**src/rtl/sopc_onchip_mem_arb.sv**
```systemverilog
// Two-master arbiter in front of a single-port on-chip RAM.
// Alternating-priority grants, one-cycle read return, out-of-range screening
// and saturating per-master grant counters.
module sopc_onchip_mem_arb #(
    parameter int unsigned ADDR_W = 14,
    parameter int unsigned DEPTH  = 10750
) (
    input  logic              clk,
    input  logic              reset_n,
    // master 0
    input  logic [ADDR_W-1:0] m0_address,
    input  logic [3:0]        m0_byteenable,
    input  logic              m0_read,
    input  logic              m0_write,
    input  logic [31:0]       m0_writedata,
    output logic              m0_waitrequest,
    output logic [31:0]       m0_readdata,
    output logic              m0_readdatavalid,
    // master 1
    input  logic [ADDR_W-1:0] m1_address,
    input  logic [3:0]        m1_byteenable,
    input  logic              m1_read,
    input  logic              m1_write,
    input  logic [31:0]       m1_writedata,
    output logic              m1_waitrequest,
    output logic [31:0]       m1_readdata,
    output logic              m1_readdatavalid,
    // RAM port
    output logic [ADDR_W-1:0] mem_address,
    output logic [3:0]        mem_byteenable,
    output logic [31:0]       mem_writedata,
    output logic              mem_chipselect,
    output logic              mem_write,
    output logic              mem_clken,
    input  logic [31:0]       mem_readdata,
    // status
    output logic [15:0]       m0_grant_cnt,
    output logic [15:0]       m1_grant_cnt,
    output logic              oor_err
);

    localparam int unsigned CNT_W = 16;
    // One extra bit so DEPTH never truncates against the address width.
    localparam logic [ADDR_W:0] DEPTH_X = (ADDR_W + 1)'(DEPTH);

    logic              req0, req1;
    logic              gnt0, gnt1, any_gnt;
    logic [ADDR_W-1:0] g_addr;
    logic [3:0]        g_be;
    logic [31:0]       g_wd;
    logic              g_wr;
    logic              in_range;

    logic              last_grant_q, last_grant_d;
    logic [ADDR_W-1:0] addr_q, addr_d;
    logic              tag_vld_q, tag_vld_d;
    logic              tag_id_q, tag_id_d;
    logic              tag_oor_q, tag_oor_d;
    logic [CNT_W-1:0]  cnt0_q, cnt0_d, cnt1_q, cnt1_d;
    logic              oor_q, oor_d;

    assign req0 = m0_read | m0_write;
    assign req1 = m1_read | m1_write;

    // Grant decision: lone requester wins, contention goes to the master not granted last.
    always_comb begin
        gnt0 = 1'b0;
        gnt1 = 1'b0;
        if (reset_n) begin
            if (req0 && req1) begin
                gnt0 = last_grant_q;
                gnt1 = ~last_grant_q;
            end else begin
                gnt0 = req0;
                gnt1 = req1;
            end
        end
    end

    // Granted-master request mux and range check.
    always_comb begin
        any_gnt  = gnt0 | gnt1;
        g_addr   = gnt1 ? m1_address    : m0_address;
        g_be     = gnt1 ? m1_byteenable : m0_byteenable;
        g_wd     = gnt1 ? m1_writedata  : m0_writedata;
        g_wr     = gnt1 ? m1_write      : m0_write;
        in_range = {1'b0, g_addr} < DEPTH_X;
    end

    // Master handshake and RAM-side strobes.
    always_comb begin
        m0_waitrequest = ~reset_n | (req0 & ~gnt0);
        m1_waitrequest = ~reset_n | (req1 & ~gnt1);
        mem_address    = any_gnt ? g_addr : addr_q;
        mem_byteenable = g_be;
        mem_writedata  = g_wd;
        mem_chipselect = any_gnt;
        mem_write      = any_gnt & g_wr & in_range;
        mem_clken      = reset_n;
    end

    // Read return steered by the pending-read tag; zero when not valid or out of range.
    always_comb begin
        m0_readdatavalid = tag_vld_q & ~tag_id_q;
        m1_readdatavalid = tag_vld_q &  tag_id_q;
        m0_readdata      = (m0_readdatavalid && !tag_oor_q) ? mem_readdata : 32'h0;
        m1_readdata      = (m1_readdatavalid && !tag_oor_q) ? mem_readdata : 32'h0;
        m0_grant_cnt     = cnt0_q;
        m1_grant_cnt     = cnt1_q;
        oor_err          = oor_q;
    end

    // Next-state for priority, held address, read tag, counters and sticky error.
    always_comb begin
        last_grant_d = last_grant_q;
        addr_d       = addr_q;
        tag_vld_d    = 1'b0;
        tag_id_d     = tag_id_q;
        tag_oor_d    = tag_oor_q;
        cnt0_d       = cnt0_q;
        cnt1_d       = cnt1_q;
        oor_d        = oor_q;
        if (any_gnt) begin
            last_grant_d = gnt1;
            addr_d       = g_addr;
            tag_vld_d    = ~g_wr;
            tag_id_d     = gnt1;
            tag_oor_d    = ~in_range;
            if (!in_range) oor_d = 1'b1;
        end
        if (gnt0 && cnt0_q != {CNT_W{1'b1}}) cnt0_d = cnt0_q + CNT_W'(1);
        if (gnt1 && cnt1_q != {CNT_W{1'b1}}) cnt1_d = cnt1_q + CNT_W'(1);
    end

    // State registers; reset discards any pending read.
    always_ff @(posedge clk or negedge reset_n) begin
        if (!reset_n) begin
            last_grant_q <= 1'b1;
            addr_q       <= '0;
            tag_vld_q    <= 1'b0;
            tag_id_q     <= 1'b0;
            tag_oor_q    <= 1'b0;
            cnt0_q       <= '0;
            cnt1_q       <= '0;
            oor_q        <= 1'b0;
        end else begin
            last_grant_q <= last_grant_d;
            addr_q       <= addr_d;
            tag_vld_q    <= tag_vld_d;
            tag_id_q     <= tag_id_d;
            tag_oor_q    <= tag_oor_d;
            cnt0_q       <= cnt0_d;
            cnt1_q       <= cnt1_d;
            oor_q        <= oor_d;
        end
    end

endmodule

```
**config.mk**
```make
export PLATFORM = sky130hd
export DESIGN_NAME = sopc_onchip_mem_arb
export DESIGN_NICKNAME = d
export VERILOG_FILES = /design/src/rtl/sopc_onchip_mem_arb.sv
export SDC_FILE = /design/constraint.sdc
export NUM_CORES = 1
export LEC_CHECK = 0
export CORE_AREA = 2 2 113 115
export CTS_CLUSTER_DIAMETER = 50
export DETAILED_ROUTE_END_ITERATION = 10
export DIE_AREA = 0 0 115 117
export DONT_BUFFER_PORTS = 1
export GPL_TIMING_DRIVEN = 0
export PLACE_DENSITY_LB_ADDON = 0.15
export SYNTH_ARGS = -nofsm -noshare
export SYNTH_HDL_FRONTEND = slang
export SYNTH_SLANG_ARGS = --single-unit
```
**constraint.sdc**
```tcl
create_clock -name clk -period 2.9 [get_ports clk]
set_clock_uncertainty 0.2 [all_clocks]
set_input_delay 0.58 -clock clk [delete_from_list [all_inputs] [get_ports clk]]
set_output_delay 0.58 -clock clk [all_outputs]
set_load 0.05 [all_outputs]
```
Word level (Yosys, flattened, before mapping) --
Cells that the tools add are included. W data, S select, Z words.
Word-level totals: latch bits 0, memory bits (read-only) 0, memories 0, output and inout bits 154, word-level logic and storage cells 50, register bits after elaboration 51, input bits 138, RAM bits 0
Operators by class: reduce and logical (&&, ||, !) cells 7, add/subtract/negate cells 2, shift operators 0, eq/ne operators 2, bitwise operators 18, multiplexer cells 12, $lt $le $gt $ge 1, div/mod/pow operators 0, multiply operators 0
Operators with widths (number):
- $mux W32 | 3
- $add A16 B1 Y16 const B | 2
- $ne A16 B16 Y1 const B | 2
- $mux W14 | 2
- $lt A14 B14 Y1 const B | 1
- $not A1 Y1 | 7
- $and A1 B1 Y1 | 6
- $mux W1 | 6
- $logic_and A1 B1 Y1 | 5
- $or A1 B1 Y1 | 5
- $mux W4 | 1
- $reduce_and A2 Y1 | 1
- $logic_not A1 Y1 | 1

Logic depth before layout (Yosys ltp) --
Gate-level depths: netlist of the first run.
word-level depth 8, depth in mapped cells 7, gate-level depth less buffers 5

Least setup slack after synthesis of the first run --
No wires, ideal clock.
path kind input port to output port, start input port m1_write, end output port mem_address[0], setup slack -0.322 ns, data required time 2.120 ns, path buffers 1, data arrival time 2.442 ns, stages on the path 5, path through o21ai_1 -> nand2b_1 -> buf_2 -> mux2i_1 -> o21ai_0
Between the ends: cells in the longest elaborated chain, start to end 6, elaborated cells on any way between the ends 9, classes of those cells 6 x mux; 2 x bitwise; 1 x reduce/logical
Ends and longest elaborated chain:
- start, declared | line 23 | input logic m1_write,
- $or A1 B1 Y1 * | line 63 | assign req1 = m1_read | m1_write;
- $logic_and A1 B1 Y1 | line 70 | if (req0 && req1) begin
- $mux W1 | line 70
- $mux W1 | line 69 | if (reset_n) begin
- $mux W14 / $or A1 B1 Y1 (equally long branches) | line 83, 82
- $mux W14 *
- end, declared | line 29 | output logic [ADDR_W-1:0] mem_address,
Mark *: on every way between the ends. The rest lies on a longest branch, timed or not.

Worst setup path after layout of the first run --
start register last_grant_q, end output port mem_writedata[28]
Between the ends: cells in the longest elaborated chain, start to end 4
Ends and longest elaborated chain:
- start, declared | line 54 | logic last_grant_q, last_grant_d;
- start signal, assigned | line 147 | last_grant_q <= last_grant_d;
- $not A1 Y1 | line 72 | gnt1 = ~last_grant_q;
- $mux W1 | line 70
- $mux W1 | line 69
- $mux W32 | line 85 | g_wd = gnt1 ? m1_writedata : m0_writedata;
- end, declared | line 31 | output logic [31:0] mem_writedata,
Every way passes these cells.

==> run summary, run 1 <==
In this run switching power makes up 52.4% of total power. In this run the remaining antenna-violating nets after routing total 0. The final layout contains 601 nets. The floorplan step defined a core boundary enclosing 0.0123 mm2. Counting the buffers created by CTS gives 5.

The endpoint of the most critical register-to-register path was m1_grant_cnt[1]$_DFFE_PN0P_. For this run, asynchronously set or reset flops after synthesis account for 100%. Traced cell by cell, the critical path runs through o21ai_0 -> nand2b_1 -> buf_6 -> clkbuf_4 -> nand2_1 -> nand2_2. The fraction of layout instances using a drive strength above 1 is 19.7%. The logs give 0.778 for the final weighted congestion in routability-driven placement and 2.12 ns for the data required time at the worst endpoint. The worst setup path is of the reg2out kind. The post-route cell area was 0.00436 mm2. Port buffering added 0 buffers. The worst path uses 96.4% of the clock period.

Synthesis produced a netlist with a net count of 590. For flop-to-flop paths, the worst setup slack is 0.17 ns. The tightest min-delay check is of the in2reg type. Element type at the critical path end: a primary output. The run gives 0 as the number of hold violations in the final report. The cell area after placement is 0.00373 mm2, and the time the final worst path needs with I/O delays and setup is 2.79 ns. At the pin with the least slew margin, the transition time is 0.969 ns.

The internal portion of total power was 1410 uW; the critical path buffer and inverter count was 2. Setup repair after global routing left no endpoint under its margin. Relative slew slack: 35.0%.

STA classifies the critical path startpoint as a register. Synthesis produced 450 cells. At the worst endpoint, the arrival time is 2.01 ns. On the critical path, the stage with the largest delay is an instance of dfstp_2. In the final layout, flip-flops and latches occupy 0.00128 mm2. From synthesis to final layout, the design area changed by 22.9%. Measured in cells, the most critical reg-to-reg path has a length of 7. On the worst path, the slowest cell contributes a delay of 0.62 ns. The die span in y was 117 um.

Timing would allow up to 358 MHz. In the routed design, unresolved DRC markers number 0. Summed over all nets, the switching power comes to 1550 uW.

The final-report max-slew violation count was 0; the power per cell area was 678 mW/mm2. Among cell families on the critical path, the largest total delay comes from flip-flops. The worst hold path startpoint is reset_n.

Clock latency on the worst-skew pair, taken at its later pin, is 0.29 ns. Of the total power, the clock network draws 20.6%. The overall routing resource usage is 19.3%, and the wire length of the first global-routing pass is 19.1 mm. For this run, the detailed router's first-pass iteration total came to 4.

The longest clock path from root to sink contains 2 buffers. In this run the worst path has a maximum fanout of 10. Combinational cells account for 35.5% of the total power. The effective utilization at floorplan came out at 28.8%. The slack of the critical path is 0.105 ns, and the I/O pin total is 292. The run gives 0.00187 uW as the leakage power total. The initial antenna violation count came out at 0. The average footprint of a synthesized cell came out at 7.88 um2.

The synthesized design contains 0 enable-type register cells. Die span in x: 115 um. The number of antenna diodes in the final layout is 0. Synthesis inferred 51 register bits.

The commonest register cell after synthesis was dfrtp_1. For the number of levels the H-tree was split into, the log shows 2. The clock tree root buffer cell is clkbuf_16. The die covers 0.0135 mm2. The run finished with clean final reports. The netlist uses 46 different library cells.

The worst IR drop on VDD was 0.000480 V. The layout has 1290 filler cells. After detailed routing, the total wire length is 14.4 mm.

After synthesis, flip-flops and latches occupy 36.0% of the total area. The area of the multi-input gates was 0.00252 mm2; the average routed wire per standard cell was 23.5 um. Across the run, the number of max-cap violations was 0. The placed wire-length estimate after detailed placement came out at 11.7 mm. For this block, the via count after detailed routing is 3407.

Ratio of routed vias to standard cells: 5.57. The run gives 0 as the yosys synthesis warning count. The cell area that synthesis handed to floorplanning was 0.00355 mm2. Via count of the first global-routing pass: 3101.

The pin count of the biggest net entering global routing came out at 52. The initialized floorplan defines 41 standard-cell rows. Prior to clock tree synthesis, the placed netlist has a worst setup slack of -0.385 ns. The launching point of the worst reg2reg path is m1_grant_cnt[0]$_DFFE_PN0P_.

The clock slew seen by the registers of the worst setup and hold paths was 0.07 ns; the utilization of the core after routing was 35.4%. For this run the aggregate overflow at the end of global routing stands at 0. Setup violations remaining at the end of the flow were counted as 0.

The worst hold path terminates at tag_vld_q$_DFF_PN0_. In this run, the number of DRC markers left after iteration 0 of detailed routing was 141. The clock net in this run drives a total of 51 sinks. TritonCTS built the clock tree.

The hold-critical path depth works out to 1. Per report_power, the sequential group accounts for 43.9% of the total.
## synth_stat cells (2+ instances only)
cell type / count / area, um2
mux2i_1: 14 / 140
xnor2_1: 22 / 193
o211ai_1: 7 / 52.6
buf_2: 8 / 40.0
o221ai_1: 2 / 17.5
nand4_1: 20 / 125
and4_1: 5 / 43.8
nor3_1: 5 / 25.0
o21ai_1: 2 / 10.0
a2111oi_0: 2 / 17.5
and3_1: 9 / 56.3
nand2_1: 140 / 526
o21ai_0: 20 / 100
dfrtp_1: 50 / 1250
clkbuf_1: 16 / 60.1
ha_1: 2 / 25.0
a31oi_1: 2 / 12.5
mux2_1: 3 / 33.8
nor2_1: 5 / 18.8
nand3_1: 5 / 25.0
xor2_1: 5 / 43.8
a21oi_1: 2 / 10.0
inv_1: 6 / 22.5
o21a_1: 2 / 15.0
nor4_1: 5 / 31.3
buf_4: 2 / 15.0
and2_1: 70 / 438
## layer usage
layer | up-vias | track usage [%] | part of all wire (%)
met3 | 7 | 8.14 | 12
met4 | 0 | 2.33 | 0.58
met1 | 1665 | 25.2 | 40
met2 | 189 | 31.1 | 47
met5 | - | 0 | 0
li1 | 1546 | - | -
## cell usage in the layout, fill, tap and decap left out, drive strengths merged, types with 7 or more instances in the layout
master,count
and2,70
dfrtp,50
clkbuf,21
xnor2,22
and3,9
inv,7
mux2i,14
o211ai,8
nand4,20
buf,13
nand2,140
o21ai,23
## sequential cells by signal, indices dropped and copies added (netlist names)
name / cells
tag_oor_q: 1
tag_id_q: 1
m1_grant_cnt: 16
addr_q: 14
m0_grant_cnt: 16
last_grant_q: 1
tag_vld_q: 1
oor_err: 1
## layout make-up
class	instances	share of cell area, %
multi-input cells	367	57.9
flip-flops and latches	51	29.3
well taps	150	4.31
plain buffers	26	3.33
clock buffers	5	2.87
repair buffers	4	1.21
clock inverters	3	0.546
inverters	6	0.517
## per-stage QoR
stage | total power (uW) | hold slack [ns] | setup TNS [ns] | instances
2_1_floorplan | 2060 | 0.0844 | 0 | 450
3_3_place_gp | 2220 | 0.0855 | -12.90 | 600
3_5_place_dp | 2230 | 0.0854 | -12.99 | 600
4_1_cts | 2940 | 0.241 | -0.00168 | 612
5_1_grt | 3130 | 0.227 | 0 | 612
6_report | 2950 | 0.244 | 0 | 612
## what timing repair did
item / 4_1_cts / 5_1_grt
pin swaps: 1 / 0
hold buffers: 2 / 0
setup endpoints to repair: 81 / 44
endpoints found under the hold margin: 51 / 0
resized for setup: 76 / 37
buffers inserted: 2 / 0
## power by group through the flow
stage / combinational (uW) / clock [uW] / sequential, uW
floorplan: 788 / 0 / 1270
global placement: 904 / 0 / 1310
detailed placement: 912 / 0 / 1320
CTS: 1010 / 634 / 1300
global route: 1130 / 672 / 1330
finish: 1050 / 607 / 1300
## worst max-delay path by stage
| stage | start | cells after the start | end |
|---|---|---|---|
| floorplan | m1_write | 5 | mem_address[0] |
| global placement | m0_write | 4 | mem_address[9] |
| detailed placement | m0_write | 4 | mem_address[8] |
| CTS | last_grant_q$_DFFE_PN1N_ | 5 | mem_address[7] |
| global route | last_grant_q$_DFFE_PN1N_ | 6 | mem_writedata[28] |
| finish | last_grant_q$_DFFE_PN1N_ | 6 | mem_writedata[28] |
## kinds of logic (layout without fill, tap and decap cells)
logic type,Yosys count,in the layout,synth area share [%]
AOI/OAI and AO/OA,48,48,9.52
xor gates and xnor gates,27,27,6.67
adders and majority gates,2,2,0.705
buffers and inverters,32,44,3.88
DFF,51,51,36.0
muxes,17,17,4.90
and+or+nand+nor,273,273,38.3
Note: power is estimated with default switching activity, not from simulation.
==> inputs of run 2 (changes only) <==
--- a/config.mk
+++ b/config.mk
@@ -6,12 +6,10 @@
 export NUM_CORES = 1
 export LEC_CHECK = 0
 export CORE_AREA = 2 2 113 115
-export CTS_CLUSTER_DIAMETER = 50
 export DETAILED_ROUTE_END_ITERATION = 10
 export DIE_AREA = 0 0 115 117
 export DONT_BUFFER_PORTS = 1
 export GPL_TIMING_DRIVEN = 0
-export PLACE_DENSITY_LB_ADDON = 0.15
 export SYNTH_ARGS = -nofsm -noshare
 export SYNTH_HDL_FRONTEND = slang
 export SYNTH_SLANG_ARGS = --single-unit
==> run summary, run 2 (synthesis results as in run 1) <==
The tools report the overall routing resource usage as 18.0%. Launching point of the worst reg2reg path: m1_grant_cnt[0]$_DFFE_PN0P_. Summing over every cut layer, the via total after detailed routing is 3440.

The post-place setup slack is -0.340 ns, and the violation count after the first detailed-routing iteration is 177. Power spread over the standard cell area amounts to 700 mW/mm2. The die span in y was 117 um; the final clock period utilization by the worst path was 97.2%. Setup repair after global routing could not meet its margin everywhere. The tools report the initial antenna violation count as 2. STA classifies the critical path startpoint as an input pin.

Compared with the post-synthesis result, the final layout area differs by 18.6%. Derived from the worst setup path, the maximum achievable clock frequency is 355 MHz. The die span in x is 115 um. The placed wire-length estimate after detailed placement is 10.9 mm, and the total grt overflow is 0. Leaving out fill and tap cells, the most frequent cells in the layout are 104 x nand2_1, 70 x and2_1, 50 x dfrtp_1. The time the final worst path needs with I/O delays and setup was 2.82 ns.

The worst pin sits at a relative slew slack of 23.6%. Of all nets on the critical path, the largest fanout is 10. Setup violations remaining at the end of the flow were counted as 0.

STA classifies the critical path endpoint as a primary output. Summed over all cells, the static leakage comes to 0.00183 uW. The die covers 0.0135 mm2. For the worst setup path, the data arrival time is 2.04 ns. Worst-skew pair later-pin latency: 0.29 ns. In this run the number of H-tree levels came out at 2. The total of buffers placed on input and output ports is 0.

The critical path starts at m0_write. The number of nets with antenna violations after detailed routing came out at 0. The post-route DRC violation count was 0.

The effective utilization at floorplan is 28.8%, and the summed negative setup slack over all endpoints is 0 ns. For the pin with the worst max-slew slack, the measured transition is 1.14 ns. Diode insertion count for antenna repair: 0. The tree built by TritonCTS fans out to 51 sinks. Max-cap violations in this run came to 0. Leaving out fill and tap cells, the most frequent cell in the layout is nand2_1. Final hold analysis gives a worst-case slack of 0.233 ns. The wire length of the first global-routing pass was 18.0 mm; the average routed wire per standard cell was 22.1 um. The flow ran to the end, and the final reports show no timing, DRC or antenna violations. The path class of the tightest hold or removal check is in2reg. The number of cell rows was 41; the pin count of the biggest net entering global routing was 52. Final net count: 600.

Clock tree root buffer cell: clkbuf_16. Cells with a size suffix above 1 make up 18.7% of the layout. For the detailed-router iteration count before antenna repair, the log shows 5.

The number of hold violations in the final report was 0. The run gives 2.12 ns as the data required time at the worst endpoint. The total CTS buffers was 5.

Final-report max-slew violation count: 0. IR analysis of the VDD net gives a maximum drop of 0.000565 V. The worst hold path startpoint is reset_n. The core area is 0.0123 mm2, and the final weighted congestion in routability-driven placement is 0.829. After clock tree synthesis, the clock-pin slew on the worst setup and hold paths is 0.06 ns.

Dividing the detail-routed via count by the number of cells gives 5.64. The I/O pin total came out at 292. The type of the worst setup path is in2out. TritonCTS built the clock tree. Maximum count of clock buffers along a single path: 2.

The via count of the first global-routing pass is 3036, and the slack of the critical path is 0.0811 ns. Wires add up to 13.5 mm.
==> run 2: final timing paths <==
check	endpoint	slack, ns	cells past startpoint
max reg2reg	m1_grant_cnt[1]$_DFFE_PN0P_	0.17	7
min in group asynchronous	m1_grant_cnt[2]$_DFFE_PN0P_	0.64	2
max	mem_address[2]	0.08	4
max in group asynchronous	last_grant_q$_DFFE_PN1N_	1.58	2
min	tag_vld_q$_DFF_PN0_	0.23	1
min reg2reg	last_grant_q$_DFFE_PN1N_	0.30	2
==> run 2: power by group <==
group | switching, uW | total [uW] | internal (uW) | leakage, uW
combinational | 757 | 991 | 234 | 0.00110
sequential | 476 | 1300 | 827 | 0.000648
clock | 247 | 650 | 403 | 0.0000769
==> run 2: worst max-delay path, cell delays in order <==
cell      delay [ns]
o41ai_2         0.67
clkbuf_2        0.42
nand2_1         0.11
o21ai_2         0.25
==> run 2: through the flow <==
stage               cells  utilization, %  area, um2  total power [uW]
finish                610            34.2       4210              2940
global route          610            34.2       4210              3090
CTS                   610            33.4       4120              2940
detailed placement    600            30.3       3730              2210
global placement      600            30.3       3730              2190
floorplan             450               -       3550              2060
==> run 2: routing by layer <==
metal,up-vias,global-route usage (%),part of all wire [%]
met3,12,6.02,10
met5,-,0,0
met1,1667,23.4,40
met4,0,2.65,0.81
li1,1538,-,-
met2,223,29.8,48
==> run 2: cell type report <==
cell class | count | area [um2]
multi-input cells | 367 | 2380
repair buffers | 3 | 45.0
clock inverters | 1 | 30.0
plain buffers | 26 | 136
inverters | 6 | 22.5
well taps | 150 | 188
clock buffers | 6 | 129
fillers | 1282 | 8110
flip-flops and latches | 51 | 1280
==> run 2: timing repair <==
action	in CTS	in global routing
setup buffers	1	0
hold endpoints to repair	51	0
pin swaps	0	0
hold buffers	2	0
setup endpoints to repair	50	55
resized for setup	63	19
==> inputs of run 3 (changes only) <==
--- a/config.mk
+++ b/config.mk
@@ -10,6 +10,7 @@
 export DIE_AREA = 0 0 115 117
 export DONT_BUFFER_PORTS = 1
 export GPL_TIMING_DRIVEN = 0
+export PLACE_DENSITY = 0.45
 export SYNTH_ARGS = -nofsm -noshare
 export SYNTH_HDL_FRONTEND = slang
 export SYNTH_SLANG_ARGS = --single-unit
==> run summary, run 3 (synthesis results as in run 1) <==
TritonCTS built the clock tree. The measured slew at the worst slew-check pin was 1.04 ns. The initialized floorplan defines 41 standard-cell rows. The hold-critical path depth was 1. The critical path crosses 5 cells after its start point. The top cell types in the final layout, fill and taps aside, are 104 x nand2_1, 68 x and2_1, 50 x dfrtp_1.

The data required time at the worst endpoint was 2.12 ns; the final weighted congestion in routability-driven placement was 0.769. The tree built by TritonCTS fans out to 51 sinks. In this run the remaining antenna-violating nets after routing total 0. The placed instances occupy a cell area of 0.00373 mm2.

The diode insertion count for antenna repair was 0; the effective utilization at floorplan was 28.8%. After detailed routing, the average wire length per cell comes to 23.8 um. Post-route worst hold slack: 0.225 ns. In this run the register-to-register setup slack is 0.20 ns. CTS built an H-tree with a depth of 2.

The path class of the tightest hold or removal check is in2reg. The leakage power total was 0.00184 uW; the post-route DRC violation count was 0. IR analysis of the VDD net gives a maximum drop of 0.000577 V.

Pin placement for this block handled 292 I/O pins. The wire-length estimate of the detail-placed layout is 11.8 mm. The signal on the critical path passes through o21a_1 -> nor2_2 -> clkbuf_4 -> mux2i_1 -> o21ai_2. Final net count: 600. The post-route cell area is 0.00427 mm2, and the pin count of the biggest net entering global routing is 52.

The wire length of the first global-routing pass came out at 19.1 mm. Leaving out fill and tap cells, the most frequent cell in the layout is nand2_1. From bottom edge to top edge, the die measures 117 um. Using the TritonRoute via totals, the vias-per-cell ratio works out to 5.64.

The clock slew seen by the registers of the worst setup and hold paths is 0.07 ns. The violation count after the first detailed-routing iteration was 152. Based on the critical path, the design can be clocked at up to 355 MHz. Cells with a size suffix above 1 make up 19.5% of the layout. The type of the worst setup path was reg2out. The flow ran to the end, and the final reports show no timing, DRC or antenna violations. The tools report the clock tree root buffer cell as clkbuf_16. The worst-path maximum fanout is 10, and the power per cell area is 689 mW/mm2. The total of buffers placed on input and output ports works out to 0. The longest individual stage delay on the worst path was 0.61 ns. Headroom to the max-slew limit came out at 30.0%. The endpoint arrival time on the critical path came out at 2.04 ns. At the later pin of the worst-skew pair, clock insertion delay measures 0.29 ns.

STA classifies the critical path startpoint as a register. The run gives 34.7% as the utilization of the core after routing. The synthesis-to-finish area growth was 20.3%; the detailed-router iteration count before antenna repair was 4.

The final-report max-slew violation count is 0, and the number of hold violations in the final report is 0. Global routing used 19.5% of the available tracks. Measured in cells, the most critical reg-to-reg path has a length of 7. The maximum count of clock buffers along a single path was 2; the via count of the first global-routing pass was 3058. The slowest cell on the critical path was dfstp_2. Final routed wirelength across all metal layers: 14.5 mm. The critical path buffer and inverter count was 1; the die span in x was 115 um.

The run gives 5 as the total CTS buffers. The time the final worst path needs with I/O delays and setup works out to 2.82 ns. The floorplan step defined a die boundary enclosing 0.0135 mm2. The number of setup violations in the final report was 0; the max-cap check violation count was 0. The total grt overflow was 0. The final clock period utilization by the worst path came out at 97.2%. The worst setup path is captured at a primary output.

Grouping stages by cell kind, the critical path spends the most delay in compound AO/OA/AOI/OAI gates. Initial antenna violation count: 0. In the final timing run, aggregate negative setup slack is 0 ns.

Core area: 0.0123 mm2. The vias after detailed routing is 3444.
run 3: final timing paths:
check                                                    to                        start
worst max register to register  m1_grant_cnt[1]$_DFFE_PN0P_  m1_grant_cnt[0]$_DFFE_PN0P_
worst max-delay path                         mem_address[4]     last_grant_q$_DFFE_PN1N_
min in group asynchronous       m0_grant_cnt[4]$_DFFE_PN0P_                      reset_n
worst min register to register     last_grant_q$_DFFE_PN1N_     last_grant_q$_DFFE_PN1N_
worst min-delay path                    tag_vld_q$_DFF_PN0_                      reset_n
max in group asynchronous          last_grant_q$_DFFE_PN1N_                      reset_n
run 3: per-layer routing:
layer  track usage, %  up-vias  part of all wire (%)
met5                0        -                     0
met4             2.17        0                  0.25
met3             7.21        4                    12
met2             32.4      209                    48
met1             25.2     1689                    40
li1                 -     1542                     -
run 3: through the flow:
stage / power (uW) / worst slack (ns) / std cells
after floorplan: 2060 / 0.0694 / 450
after global placement: 2220 / -0.338 / 600
after detailed placement: 2230 / -0.395 / 600
after CTS: 2950 / -0.0137 / 611
after global routing: 3100 / -0.00318 / 611
final: 2940 / 0.0803 / 611
run 3: final cells by class:
type / count / area (um2)
inverter: 6 / 22.5
clock inverter: 3 / 27.5
multi-input combinational: 367 / 2440
timing repair buffer: 3 / 45.0
clock buffer: 5 / 125
buffer: 26 / 140
tap: 150 / 188
sequential: 51 / 1280
fill: 1290 / 8040
run 3: what timing repair did:
| item | in CTS | in global routing |
|---|---|---|
| hold buffers | 2 | 0 |
| gates cloned | 0 | 0 |
| endpoints found under the setup margin | 53 | 76 |
| pin swaps | 0 | 0 |
| endpoints found under the hold margin | 51 | 0 |
| resized for setup | 78 | 21 |
| setup buffers | 1 | 0 |
run 3: report_power, final:
| part | internal [uW] | leakage [uW] | switching [uW] |
|---|---|---|---|
| sequential | 826 | 0.000648 | 469 |
| clock | 328 | 0.0000719 | 294 |
| combinational | 243 | 0.00112 | 782 |
